**src/rtl/uart_rx_fifo_if.sv**
```systemverilog
// uart_rx_fifo_if: head-of-FIFO handshake between receiver and consumer.
// master drives data/valid, slave (consumer) drives ready.
interface uart_rx_fifo_if #(
    parameter int DATA_BITS = 8
);
    logic [DATA_BITS-1:0] rx_data;
    logic                 rx_valid;
    logic                 rx_ready;

    modport master (output rx_data, output rx_valid, input rx_ready);
    modport slave  (input rx_data, input rx_valid, output rx_ready);
endinterface

```
**src/rtl/uart_rx_fifo.sv**
```systemverilog
// uart_rx_fifo: UART receiver (opt. parity) feeding a receive FIFO.
// Define UART_RX_FIFO_BREAK_DETECT_EN to add the rx_break output.
module uart_rx_fifo #(
    parameter int CLKS_PER_BIT = 434,
    parameter int DATA_BITS    = 8,
    parameter int PARITY       = 0,
    parameter int FIFO_DEPTH   = 16
) (
    input  logic                        clock,
    input  logic                        resetb,
    input  logic                        ser_rx,
    uart_rx_fifo_if.master              rx,
    output logic [$clog2(FIFO_DEPTH):0] fifo_count,
    output logic                        frame_err,
    output logic                        parity_err,
    output logic                        overflow,
`ifdef UART_RX_FIFO_BREAK_DETECT_EN
    output logic                        rx_break,
`endif
    input  logic                        err_clear
);
    localparam int AW = $clog2(FIFO_DEPTH);
    localparam int CW = 16;
    localparam int IW = $clog2(DATA_BITS);
    localparam logic [CW-1:0] HALF = CW'(CLKS_PER_BIT / 2);
    localparam logic [CW-1:0] LAST = CW'(CLKS_PER_BIT - 1);
    localparam logic [IW-1:0] TOP  = IW'(DATA_BITS - 1);
    localparam logic [AW:0]   FULL = (AW + 1)'(FIFO_DEPTH);
    localparam bit HAS_PAR = (PARITY != 0);
    localparam bit ODD     = (PARITY == 2);

    typedef enum logic [2:0] {
        S_IDLE, S_START, S_DATA, S_PARITY, S_STOP
    } state_t;

    logic                 sync1_q, sync2_q, rx_s;
    state_t               state_q;
    logic [CW-1:0]        cnt_q;
    logic [IW-1:0]        bit_q;
    logic [DATA_BITS-1:0] shift_q;
    logic                 stop_bad_q;

    logic                 tick, stop_smp, push_w;
    logic                 par_evt, ferr_evt, ovf_evt;

    logic [DATA_BITS-1:0] mem_q [FIFO_DEPTH];
    logic [AW-1:0]        wr_q, rd_q;
    logic [AW:0]          count_q;
    logic                 full, pop, wr_en;
    logic                 frame_q, parity_q, ovf_q;

    assign rx_s     = sync2_q;
    assign tick     = (cnt_q == LAST);
    assign stop_smp = (state_q == S_STOP) && !stop_bad_q && tick;
    assign push_w   = stop_smp && rx_s;
    assign par_evt  = (state_q == S_PARITY) && tick &&
                      ((^shift_q ^ rx_s) != ODD);

    // Two-flop synchroniser; idles high so reset never looks like a start bit.
    always_ff @(posedge clock or negedge resetb) begin
        if (!resetb) begin
            sync1_q <= 1'b1;
            sync2_q <= 1'b1;
        end else begin
            sync1_q <= ser_rx;
            sync2_q <= sync1_q;
        end
    end

    // Frame FSM: start validated at mid-bit, then one sample per bit period.
    always_ff @(posedge clock or negedge resetb) begin
        if (!resetb) begin
            state_q    <= S_IDLE;
            cnt_q      <= '0;
            bit_q      <= '0;
            shift_q    <= '0;
            stop_bad_q <= 1'b0;
        end else begin
            unique case (state_q)
                S_IDLE: begin
                    cnt_q      <= '0;
                    bit_q      <= '0;
                    stop_bad_q <= 1'b0;
                    if (!rx_s) state_q <= S_START;
                end
                S_START: begin
                    if (cnt_q == HALF) begin
                        cnt_q   <= '0;
                        state_q <= rx_s ? S_IDLE : S_DATA;
                    end else begin
                        cnt_q <= cnt_q + 1'b1;
                    end
                end
                S_DATA: begin
                    if (tick) begin
                        cnt_q   <= '0;
                        shift_q <= {rx_s, shift_q[DATA_BITS-1:1]};
                        if (bit_q == TOP) begin
                            bit_q   <= '0;
                            state_q <= HAS_PAR ? S_PARITY : S_STOP;
                        end else begin
                            bit_q <= bit_q + 1'b1;
                        end
                    end else begin
                        cnt_q <= cnt_q + 1'b1;
                    end
                end
                S_PARITY: begin
                    if (tick) begin
                        cnt_q   <= '0;
                        state_q <= S_STOP;
                    end else begin
                        cnt_q <= cnt_q + 1'b1;
                    end
                end
                S_STOP: begin
                    if (stop_bad_q) begin
                        if (rx_s) begin
                            stop_bad_q <= 1'b0;
                            state_q    <= S_IDLE;
                        end
                    end else if (tick) begin
                        cnt_q <= '0;
                        if (rx_s) state_q <= S_IDLE;
                        else      stop_bad_q <= 1'b1;
                    end else begin
                        cnt_q <= cnt_q + 1'b1;
                    end
                end
                default: state_q <= S_IDLE;
            endcase
        end
    end

`ifdef UART_RX_FIFO_BREAK_DETECT_EN
    localparam int BRK_BITS = DATA_BITS + (HAS_PAR ? 1 : 0) + 2;
    localparam logic [23:0] BRK_CYC = 24'(BRK_BITS * CLKS_PER_BIT);

    logic [23:0] low_q;
    logic        brk_q;

    // Measure the current low run; a full frame's worth of low is a break.
    always_ff @(posedge clock or negedge resetb) begin
        if (!resetb) begin
            low_q <= '0;
            brk_q <= 1'b0;
        end else if (rx_s) begin
            low_q <= '0;
            brk_q <= 1'b0;
        end else if (low_q != BRK_CYC) begin
            low_q <= low_q + 1'b1;
        end else begin
            brk_q <= 1'b1;
        end
    end

    assign rx_break = brk_q;
    // Framing error is deferred until the line recovers, so a break can veto it.
    assign ferr_evt = (state_q == S_STOP) && stop_bad_q && rx_s && !brk_q;
`else
    assign ferr_evt = stop_smp && !rx_s;
`endif

    assign full    = (count_q == FULL);
    assign pop     = (count_q != '0) && rx.rx_ready;
    assign wr_en   = push_w && (!full || pop);
    assign ovf_evt = push_w && full && !pop;

    // Storage has no reset; empty FIFO masks the head word to zero.
    always_ff @(posedge clock) begin
        if (wr_en) mem_q[wr_q] <= shift_q;
    end

    // Pointers wrap naturally at the power-of-two depth.
    always_ff @(posedge clock or negedge resetb) begin
        if (!resetb) begin
            wr_q    <= '0;
            rd_q    <= '0;
            count_q <= '0;
        end else begin
            if (wr_en) wr_q <= wr_q + 1'b1;
            if (pop)   rd_q <= rd_q + 1'b1;
            count_q <= count_q + {{AW{1'b0}}, wr_en} - {{AW{1'b0}}, pop};
        end
    end

    // Sticky error flags; a new event beats a simultaneous clear.
    always_ff @(posedge clock or negedge resetb) begin
        if (!resetb) begin
            frame_q  <= 1'b0;
            parity_q <= 1'b0;
            ovf_q    <= 1'b0;
        end else begin
            frame_q  <= (frame_q  & ~err_clear) | ferr_evt;
            parity_q <= (parity_q & ~err_clear) | par_evt;
            ovf_q    <= (ovf_q    & ~err_clear) | ovf_evt;
        end
    end

    assign rx.rx_valid = (count_q != '0);
    assign rx.rx_data  = (count_q != '0) ? mem_q[rd_q] : '0;
    assign fifo_count  = count_q;
    assign frame_err   = frame_q;
    assign parity_err  = parity_q;
    assign overflow    = ovf_q;
endmodule

```
**src/flat_wrapper.sv**
```systemverilog
// flat-port wrapper written by rule: the top's interface ports become plain ports
module uart_rx_fifo_flat 
#(
    parameter int CLKS_PER_BIT = 434,
    parameter int DATA_BITS    = 8,
    parameter int PARITY       = 0,
    parameter int FIFO_DEPTH   = 16
)
  (clock, resetb, ser_rx, fifo_count, frame_err, parity_err, overflow, err_clear, rx_rx_data, rx_rx_valid, rx_rx_ready);
  uart_rx_fifo_if #(.DATA_BITS(DATA_BITS)) rx_i ();
  input  logic clock;
  input  logic resetb;
  input  logic ser_rx;
  output logic [$clog2(FIFO_DEPTH):0] fifo_count;
  output logic frame_err;
  output logic parity_err;
  output logic overflow;
  input  logic err_clear;
  output wire logic [$bits(rx_i.rx_data)-1:0] rx_rx_data;
  output wire logic [$bits(rx_i.rx_valid)-1:0] rx_rx_valid;
  input wire logic [$bits(rx_i.rx_ready)-1:0] rx_rx_ready;
  assign rx_rx_data = rx_i.rx_data;
  assign rx_rx_valid = rx_i.rx_valid;
  assign rx_i.rx_ready = rx_rx_ready;
  uart_rx_fifo #(.CLKS_PER_BIT(CLKS_PER_BIT), .DATA_BITS(DATA_BITS), .PARITY(PARITY), .FIFO_DEPTH(FIFO_DEPTH)) u_core (.clock(clock), .resetb(resetb), .ser_rx(ser_rx), .rx(rx_i), .fifo_count(fifo_count), .frame_err(frame_err), .parity_err(parity_err), .overflow(overflow), .err_clear(err_clear));
endmodule
```
**config.mk**
```make
export PLATFORM = sky130hd
export DESIGN_NAME = uart_rx_fifo_flat
export DESIGN_NICKNAME = d
export VERILOG_FILES = /design/src/rtl/uart_rx_fifo_if.sv /design/src/rtl/uart_rx_fifo.sv /design/src/flat_wrapper.sv
export SDC_FILE = /design/constraint.sdc
export NUM_CORES = 1
export LEC_CHECK = 0
export BUFFER_PORTS_ARGS = -buffer_cell sky130_fd_sc_hd__buf_2
export CAP_MARGIN = 0
export CELL_PAD_IN_SITES_DETAIL_PLACEMENT = 1
export CELL_PAD_IN_SITES_GLOBAL_PLACEMENT = 1
export CORE_MARGIN = 2
export CORE_UTILIZATION = 50
export CTS_BUF_LIST = sky130_fd_sc_hd__clkbuf_8
export DETAILED_ROUTE_END_ITERATION = 12
export GPL_ROUTABILITY_DRIVEN = 0
export GPL_TIMING_DRIVEN = 0
export PLACE_DENSITY_LB_ADDON = 0.3
export SLEW_MARGIN = 30
export SYNTH_ARGS = -nofsm -noshare
export SYNTH_HDL_FRONTEND = slang
export SYNTH_SLANG_ARGS = --single-unit
```
**constraint.sdc**
```tcl
create_clock -name clock -period 2.95 [get_ports clock]
set_input_delay 0.1475 -clock clock [delete_from_list [all_inputs] [get_ports clock]]
set_output_delay 0.1475 -clock clock [all_outputs]
set_load 0.02 [all_outputs]
```
==> results.yml, run 1 <==
run_status:
  status: "complete, no violations"
worst_setup_path:
  cp-start-kind: "flop"
  setup.worst_path.end_class: "flop"
  critPathRequiredTime_ns: 3.11
  worstPathArrival_ns: 3.04
  cp_max_fo: 7
  crit_type: "flop to flop"
  reg2reg_slack_ns: 0.07
detailed_routing:
  wl_per_cell_microns: 24.1
  drt_wl_total_microns: 19100
  firstDrtPassIters: 4
  vias: 4785
  first_iter_violations: 445
  drc: 0
  avgViaCountPerCell: 6.03
  drtAntennaViolNets: 0
finish:
  final_cells: 793
  diodes: 0
  area_growth_pct: 14.8
  drive_gt1_share_pct: 30.9
  finalNetCount: 590
clock_tree:
  cts_tree: "built"
  cts_made_buffers: 17
  clk_path_buf_depth: 2
  cts_root_buf: "clkbuf_8"
  cts.clk_slew.worst_paths_ns: 0.09
  htreeDepth: 4
  clkLatencyLatePin_ns: 0.46
  cts.sinks: 177
timing:
  slew_viol_final: 0
  skew_ns: 0.0128
  finalSetupTns_ns: 0
  rsz0062_at_grt: "true"
  hold_violations: 0
  fin_crit_ns: 2.88
  tightest_slew_ns: 0.871
  finalCritPeriodShare_pct: 97.7
  max_freq_ghz: 0.347
  relSlewSlack_pct: 41.9
  finalSetupViolations: 0
floorplan:
  initial_core_util_pct: 51.7
  coreArea_sq_um: 15300
  die_height_microns: 130
  die_w_microns: 130
  io_pins: 22
  die_area_sq_um: 16900
  rows: 45
job:
  cap_viol_max_count: 0
grt:
  grt_pass1_wl_microns: 30200
  grt.overflow.total: 0
  grt_pass1_vias: 5170
  grt_usage_pct: 24.6
  grt_max_degree: 50
  antenna_found_initial: 0
synthesis:
  ys_seq_area_share_pct: 64.1
  synthArstFlopShare_pct: 27.7
  synth_area_per_cell_sq_um: 15.5
  synthFlopType: "edfxtp_1"
  syn_area_sq_um: 7920
  yosys.cell_types.count: 60
  synth-edff-count: 128
  synth_nets: 532
  yosysWarnings: 0
  syn_inst: 511
  synth-seq-cells: 177
power_and_ir_drop:
  ir_drop_mv: 0.311
  power.density_nw_per_um2: 616
  p_leak_nw: 3.54
placement:
  dp_cells: 751
  io_buffer_count: 21
  hpwl_microns: 12800
hold_path:
  min_path_type: "input pin to flop"
-- synthesized netlist by cell type (4+ instances only) --
library cell,count,share of area (%)
a211oi_1,4,0.38
nor3_1,7,0.44
o311ai_0,5,0.55
clkbuf_1,14,0.66
mux4_2,40,11
dfrtp_1,47,15
ha_1,15,2.4
and2_1,4,0.32
nand3_1,16,1.0
nand2b_1,4,0.32
edfxtp_1,128,49
nand2_1,28,1.3
a21oi_1,7,0.44
nand4_1,5,0.40
o21ai_0,16,1.0
nor2_1,22,1.0
or3b_2,4,0.44
inv_1,30,1.4
nor2b_1,9,0.71
mux2_2,8,1.1
or4bb_1,4,0.57
o211ai_1,12,1.1
nor4_1,8,0.63
buf_2,7,0.44
xnor2_1,16,1.8
-- final timing paths --
check / startpoint / endpoint / cells past startpoint
worst min-delay path: rx_rx_ready / u_core.overflow / 4
worst min register to register: u_core.sync1_q / u_core.rx_s / 0
worst max-delay path: u_core.cnt_q[10] / u_core.mem_q[2][2] / 6
max in group asynchronous: resetb / u_core.cnt_q[6] / 2
min in group asynchronous: resetb / u_core.rd_q[3] / 2
worst max register to register: u_core.cnt_q[10] / u_core.mem_q[2][2] / 6
-- layout make-up --
| class | count | area (sq um) |
|---|---|---|
| plain buffers | 20 | 128 |
| clock buffers | 18 | 248 |
| clock inverters | 14 | 178 |
| fillers | 1457 | 6230 |
| inverters | 31 | 121 |
| multi-input cells | 279 | 2770 |
| flip-flops and latches | 177 | 5080 |
| well taps | 211 | 264 |
| repair buffers | 43 | 294 |
-- per-layer routing --
metal | part of all wire (%) | track usage (%) | vias up | routed length [microns]
met5 | 0 | 0 | - | 0
met4 | 1.6 | 7.72 | 0 | 299
met3 | 4.7 | 5.62 | 23 | 903
met2 | 51 | 40.3 | 148 | 9780
met1 | 43 | 33.2 | 2520 | 8140
li1 | - | - | 2094 | -
-- cell usage in the layout, fill, tap and decap left out, drive strengths merged, types with 2 or more instances in the layout --
| cell type | netlist | routed |
|---|---|---|
| a211oi | 4 | 4 |
| a21oi | 7 | 7 |
| a31oi | 2 | 2 |
| and2 | 4 | 4 |
| and3 | 3 | 3 |
| buf | 10 | 50 |
| bufinv | 0 | 4 |
| clkbuf | 14 | 28 |
| clkinv | 1 | 5 |
| dfrtp | 47 | 47 |
| dfstp | 2 | 2 |
| dlygate4sd3 | 0 | 3 |
| edfxtp | 128 | 128 |
| ha | 15 | 15 |
| inv | 30 | 35 |
| mux2 | 8 | 8 |
| mux4 | 40 | 40 |
| nand2 | 28 | 28 |
| nand2b | 4 | 4 |
| nand3 | 17 | 17 |
| nand4 | 6 | 6 |
| nor2 | 23 | 23 |
| nor2b | 9 | 9 |
| nor3 | 8 | 8 |
| nor4 | 11 | 11 |
| o211ai | 12 | 12 |
| o21ai | 16 | 16 |
| o221ai | 3 | 3 |
| o22ai | 2 | 2 |
| o2bb2ai | 2 | 2 |
| o311ai | 5 | 5 |
| o31ai | 2 | 2 |
| o41ai | 3 | 3 |
| or2 | 3 | 3 |
| or3b | 4 | 4 |
| or4 | 4 | 4 |
| or4bb | 4 | 4 |
| xnor2 | 16 | 16 |
| xor2 | 2 | 2 |
-- power breakdown --
part	switching (mW)	internal [mW]
Sequential	0.0810	2.71
Combinational	0.564	0.462
Clock	0.849	0.932
-- cells by family after synthesis --
group | synth area share (%)
mux | 12.6
simple gates | 9.82
fa+ha+maj | 2.62
compound gates | 5.91
flops | 64.1
buf+inv | 2.92
xor+xnor | 1.99
-- critical path, stage by stage, from the launching register on --
cell and delay, ns:
dfrtp_2 0.47, or4_4 0.56, nor4_4 0.38, nand4_4 0.21, buf_12 0.21, nor4_2 0.44, buf_2 0.31
-- repair_timing --
item | CTS | global route
pin swaps | 4 | 1
cloned | 0 | 0
setup endpoints to repair | 140 | 73
buffers inserted | 7 | 3
hold buffers | 3 | 0
endpoints found under the hold margin | 51 | 0
resized for setup | 32 | 14
-- flip-flops by register name (all words and copies together), names as in the netlist --
signal,cells
u_core.overflow,1
u_core.shift_q,8
u_core.parity_err,1
u_core.stop_bad_q,1
u_core.wr_q,4
u_core.rd_q,4
u_core.state_q,3
u_core.cnt_q,16
u_core.sync1_q,1
u_core.bit_q,3
u_core.rx_s,1
u_core.mem_q,128
u_core.fifo_count,5
u_core.frame_err,1
-- per-stage QoR --
step | utilization [%] | hold slack, ns | cell area (sq um) | power (mW) | setup slack, ns
after global placement | 54.1 | 0.258 | 8290 | 3.80 | -1.01
after global routing | 59.3 | 0.189 | 9090 | 5.84 | -0.0446
after detailed placement | 54.9 | 0.223 | 8400 | 3.85 | -0.638
after CTS | 58.9 | 0.0886 | 9020 | 5.63 | -0.0146
final | 59.3 | 0.191 | 9090 | 5.60 | 0.0680
after floorplan | - | -0.148 | 7920 | 3.57 | -0.0249
No activity file was read; power rests on OpenSTA's default activity.
==> run 2, diff against run 1 <==
--- a/config.mk
+++ b/config.mk
@@ -5,17 +5,17 @@
 export SDC_FILE = /design/constraint.sdc
 export NUM_CORES = 1
 export LEC_CHECK = 0
-export BUFFER_PORTS_ARGS = -buffer_cell sky130_fd_sc_hd__buf_2
 export CAP_MARGIN = 0
 export CELL_PAD_IN_SITES_DETAIL_PLACEMENT = 1
 export CELL_PAD_IN_SITES_GLOBAL_PLACEMENT = 1
 export CORE_MARGIN = 2
-export CORE_UTILIZATION = 50
-export CTS_BUF_LIST = sky130_fd_sc_hd__clkbuf_8
+export CORE_UTILIZATION = 49
 export DETAILED_ROUTE_END_ITERATION = 12
+export DONT_BUFFER_PORTS = 1
 export GPL_ROUTABILITY_DRIVEN = 0
 export GPL_TIMING_DRIVEN = 0
 export PLACE_DENSITY_LB_ADDON = 0.3
+export SKIP_CTS_REPAIR_TIMING = 1
 export SLEW_MARGIN = 30
 export SYNTH_ARGS = -nofsm -noshare
 export SYNTH_HDL_FRONTEND = slang
==> results.yml, run 2 (same netlist as run 1, synthesis figures left out) <==
detailed_routing:
  vias: 4697
  drtAntennaViolNets: 0
  first_iter_violations: 259
  drt_wl_total_microns: 18500
  drc: 0
  wl_per_cell_microns: 23.4
  avgViaCountPerCell: 5.95
  firstDrtPassIters: 4
finish:
  ff_latch_area_sq_um: 5080
  finalNetCount: 582
  diodes: 0
  layout_commonest_cell: "edfxtp_1"
  largest_register_ff_count: 128
  regMostFlops: "u_core.mem_q"
  multi_input_area_sq_um: 2790
  fillers: 1485
  area_growth_pct: 16.7
  drive_gt1_share_pct: 30.5
  mostFrequentLayoutCells: "edfxtp_1, mux4_2, dfrtp_1"
  top_regs: "u_core.mem_q (128), u_core.cnt_q (16), u_core.shift_q (8)"
  utilization_pct: 58.4
clock_tree:
  cts.sinks: 177
  cts_root_buf: "clkbuf_16"
  cts.clk_slew.worst_paths_ns: 0.07
  cts_tree: "built"
  clkLatencyLatePin_ns: 0.44
  clk_path_buf_depth: 2
  cts_made_buffers: 17
  htreeDepth: 4
worst_setup_path:
  cp-start-kind: "flop"
  critPathRequiredTime_ns: 3.09
  crit_type: "flop to flop"
  setup.worst_path.end_class: "flop"
  worstPathArrival_ns: 3.02
  cp_max_fo: 9
power_and_ir_drop:
  p_total_mw: 6.07
  p_leak_nw: 3.57
  ir_drop_mv: 0.493
  power.density_nw_per_um2: 658
placement:
  hpwl_microns: 12300
  io_buffer_count: 0
timing:
  max_freq_ghz: 0.348
  skew_ns: 0.0161
  tightest_slew_ns: 1.02
  finalSetupTns_ns: 0
  finalSetupViolations: 0
  relSlewSlack_pct: 31.9
  slew_viol_final: 0
  fin_crit_ns: 2.88
  finalCritPeriodShare_pct: 97.5
  hold_violations: 0
floorplan:
  die_height_microns: 131
  die_area_sq_um: 17200
  io_pins: 22
  initial_core_util_pct: 50.0
  rows: 46
  coreArea_sq_um: 15800
  die_w_microns: 131
run_status:
  status: "complete, no violations"
grt:
  grt_pass1_vias: 4833
  grt_pass1_wl_microns: 27400
  grt_usage_pct: 22.1
  antenna_found_initial: 0
  grt.overflow.total: 0
  grt_max_degree: 50
job:
  cap_viol_max_count: 0
hold_path:
  min_path_type: "input pin to flop"
==> run 2: worst max-delay path, stage by stage (launching register included) <==
cell	delay [ns]
dfrtp_1	0.42
or4_4	0.60
nor4_4	0.28
buf_4	0.19
nand4_4	0.13
buf_4	0.24
nor4_2	0.44
buf_2	0.29
==> run 2: final timing paths <==
kind	from	cells after the start	end	slack, ns
max reg2reg	u_core.cnt_q[12]	7	u_core.mem_q[5][3]	0.07
max	u_core.cnt_q[12]	7	u_core.mem_q[5][3]	0.07
min	rx_rx_ready	2	u_core.rd_q[0]	0.01
max in group asynchronous	resetb	2	u_core.rx_s	2.45
min in group asynchronous	resetb	2	u_core.rd_q[3]	0.21
min reg2reg	u_core.sync1_q	0	u_core.rx_s	0.37
==> run 2: cell type report <==
type	count	share of cell area, %
well taps	216	2.93
plain buffers	21	1.27
inverters	31	1.31
clock inverters	15	1.81
clock buffers	17	4.61
repair buffers	34	2.87
flip-flops and latches	177	55.0
multi-input cells	279	30.2
==> run 2: stage by stage <==
step / worst slack (ns) / hold WS [ns] / area [sq um] / cells
global placement: -0.964 / -0.146 / 8190 / 727
detailed placement: -0.572 / -0.146 / 8280 / 735
CTS: -0.617 / -0.620 / 8880 / 767
global route: -0.00887 / 0.00472 / 9240 / 790
floorplan: -0.0249 / -0.148 / 7920 / 511
finish: 0.0737 / 0.0109 / 9240 / 790
==> run 2: per-layer routing <==
| layer | vias up | part of all wire [%] | track usage (%) |
|---|---|---|---|
| met1 | 2479 | 42 | 27.7 |
| met3 | 32 | 2.5 | 3.86 |
| li1 | 2087 | - | - |
| met4 | 0 | 2.9 | 9.76 |
| met5 | - | 0 | 0 |
| met2 | 99 | 52 | 37.7 |
==> run 2: where the power goes <==
part | switching, mW | total [mW] | internal (mW)
Sequential | 0.118 | 2.83 | 2.72
Combinational | 0.548 | 0.993 | 0.445
Clock | 1.04 | 2.25 | 1.20
Total | 1.71 | 6.07 | 4.37
==> run 3, diff against run 2 <==
--- a/config.mk
+++ b/config.mk
@@ -9,11 +9,12 @@
 export CELL_PAD_IN_SITES_DETAIL_PLACEMENT = 1
 export CELL_PAD_IN_SITES_GLOBAL_PLACEMENT = 1
 export CORE_MARGIN = 2
-export CORE_UTILIZATION = 49
+export CORE_UTILIZATION = 54
 export DETAILED_ROUTE_END_ITERATION = 12
 export DONT_BUFFER_PORTS = 1
 export GPL_ROUTABILITY_DRIVEN = 0
 export GPL_TIMING_DRIVEN = 0
+export HOLD_SLACK_MARGIN = 0.15
 export PLACE_DENSITY_LB_ADDON = 0.3
 export SKIP_CTS_REPAIR_TIMING = 1
 export SLEW_MARGIN = 30
==> constraint.sdc (replaced) <==
create_clock -name clock -period 2.8 [get_ports clock]
set_input_delay 0.14 -clock clock [delete_from_list [all_inputs] [get_ports clock]]
set_output_delay 0.14 -clock clock [all_outputs]
set_load 0.02 [all_outputs]
==> results.yml, run 3 (same netlist as run 1, synthesis figures left out) <==
run_status:
  status: "finished, violations left"
  violations: "negative setup slack"
timing:
  whs_ns: 0.196
  tightest_slew_ns: 1.21
  skew_ns: 0.0170
  rsz0062_at_grt: "true"
  fin_ws_ns: -0.109
  finalSetupTns_ns: -0.125
  relSlewSlack_pct: 19.4
  max_freq_ghz: 0.344
  fin_crit_ns: 2.91
  hold_violations: 0
  finalSetupViolations: 6
  finalCritPeriodShare_pct: 104
  slew_viol_final: 0
clock_tree:
  htreeDepth: 4
  cts.sinks: 177
  cts_root_buf: "clkbuf_16"
  cts_tree: "built"
  cts_made_buffers: 17
  clkLatencyLatePin_ns: 0.44
  cts.clk_slew.worst_paths_ns: 0.07
  clk_path_buf_depth: 2
power_and_ir_drop:
  power.density_nw_per_um2: 699
  ir_drop_mv: 0.480
  p_total_mw: 6.53
  intPower_mw: 4.70
  power_frac_seq_pct: 46.2
  p_leak_nw: 3.60
  p_sw_mw: 1.83
  pwr-share-comb_pct: 17.5
  switching_share_pct: 28.1
  p_clk_share_pct: 36.3
grt:
  grt_usage_pct: 25.5
  antenna_found_initial: 0
  grt_pass1_wl_microns: 29600
  grt_max_degree: 50
  grt_pass1_vias: 5014
  grt.overflow.total: 0
finish:
  utilization_pct: 64.8
  finalNetCount: 590
  fillers: 1291
  final_cells: 766
  multi_input_area_sq_um: 2830
  largest_register_ff_count: 128
  regMostFlops: "u_core.mem_q"
  top_regs: "u_core.mem_q (128), u_core.cnt_q (16), u_core.shift_q (8)"
  drive_gt1_share_pct: 32.1
  diodes: 0
  ff_latch_area_sq_um: 5080
  layout_commonest_cell: "edfxtp_1"
  finish.instance_area_sq_um: 9350
  area_growth_pct: 18.1
  mostFrequentLayoutCells: "edfxtp_1, mux4_2, dfrtp_1"
worst_setup_path:
  crit_start: "u_core.fifo_count[3]"
  crit_type: "flop to flop"
  r2r-end: "u_core.fifo_count[4]"
  worstPathArrival_ns: 3.23
  reg2regPathDepth: 15
  cp-start-kind: "flop"
  reg2reg_slack_ns: -0.11
  setup.worst_path.end_class: "flop"
  reg2reg_from: "u_core.fifo_count[3]"
  cp_max_fo: 3
  critPathRequiredTime_ns: 3.12
floorplan:
  io_pins: 22
  die_area_sq_um: 15600
  rows: 44
  coreArea_sq_um: 14400
  die_w_microns: 125
  die_height_microns: 125
  initial_core_util_pct: 54.9
detailed_routing:
  first_iter_violations: 414
  drtAntennaViolNets: 0
  avgViaCountPerCell: 6.38
  vias: 4887
  firstDrtPassIters: 4
  wl_per_cell_microns: 29.0
  drt_wl_total_microns: 22200
  drc: 0
job:
  cap_viol_max_count: 0
placement:
  io_buffer_count: 0
  dp_cells: 703
  post-place-ws_ns: -0.699
  hpwl_microns: 12700
  placed_cell_area_sq_um: 8250
hold_path:
  hp-start: "rx_rx_ready"
  min_path_type: "input pin to flop"
  holdPathEnd: "u_core.fifo_count[0]"
  hold_depth: 4
-- run 3: changes by cell type in the layout (fill, tap and decap cells not counted), sizes merged --
cell / delta
inv: -6
clkinvlp: +5
clkinv: -4
bufinv: +1
buf: +8
dlygate4sd3: +1
clkbuf: +3
-- run 3: worst max path at each step --
| stage | to |
|---|---|
| 3_3_place_gp | u_core.mem_q[4][0] |
| 6_report | u_core.fifo_count[4] |
| 5_1_grt | u_core.fifo_count[4] |
| 2_1_floorplan | u_core.mem_q[1][0] |
| 4_1_cts | u_core.mem_q[13][7] |
| 3_5_place_dp | u_core.mem_q[13][2] |
-- run 3: power groups by stage --
stage / Combinational, mW / Sequential, mW / Clock, mW
4_1_cts: 1.02 / 2.99 / 2.32
6_report: 1.14 / 3.02 / 2.37
3_3_place_gp: 0.915 / 3.02 / 0
3_5_place_dp: 0.976 / 3.03 / 0
5_1_grt: 1.23 / 3.02 / 2.48
2_1_floorplan: 0.751 / 3.01 / 0
-- run 3: final cells by class --
class,count,share of cell area [%]
clock inverters,11,1.41
multi-input cells,279,30.3
well taps,184,2.46
inverters,31,1.30
plain buffers,20,1.37
flip-flops and latches,177,54.4
clock buffers,21,4.71
repair buffers,43,4.12
-- run 3: routing by layer --
metal / up-vias / global-route usage (%) / wire (microns)
li1: 2105 / - / -
met1: 2588 / 30.5 / 8670
met2: 162 / 46.0 / 12200
met3: 32 / 4.62 / 864
met4: 0 / 9.80 / 472
met5: - / 0 / 0
-- run 3: critical path, cell delays in order (launching register included) --
cell and delay, ns:
dfrtp_2 0.48, inv_2 0.10, ha_1 0.14, or3b_4 0.40, nor2_4 0.17, nor2b_4 0.07
ha_1 0.29, inv_2 0.08, ha_4 0.14, inv_2 0.04, fa_2 0.39, inv_2 0.07
a21oi_2 0.06, nor2_1 0.15, nor2_1 0.09, xnor2_1 0.13
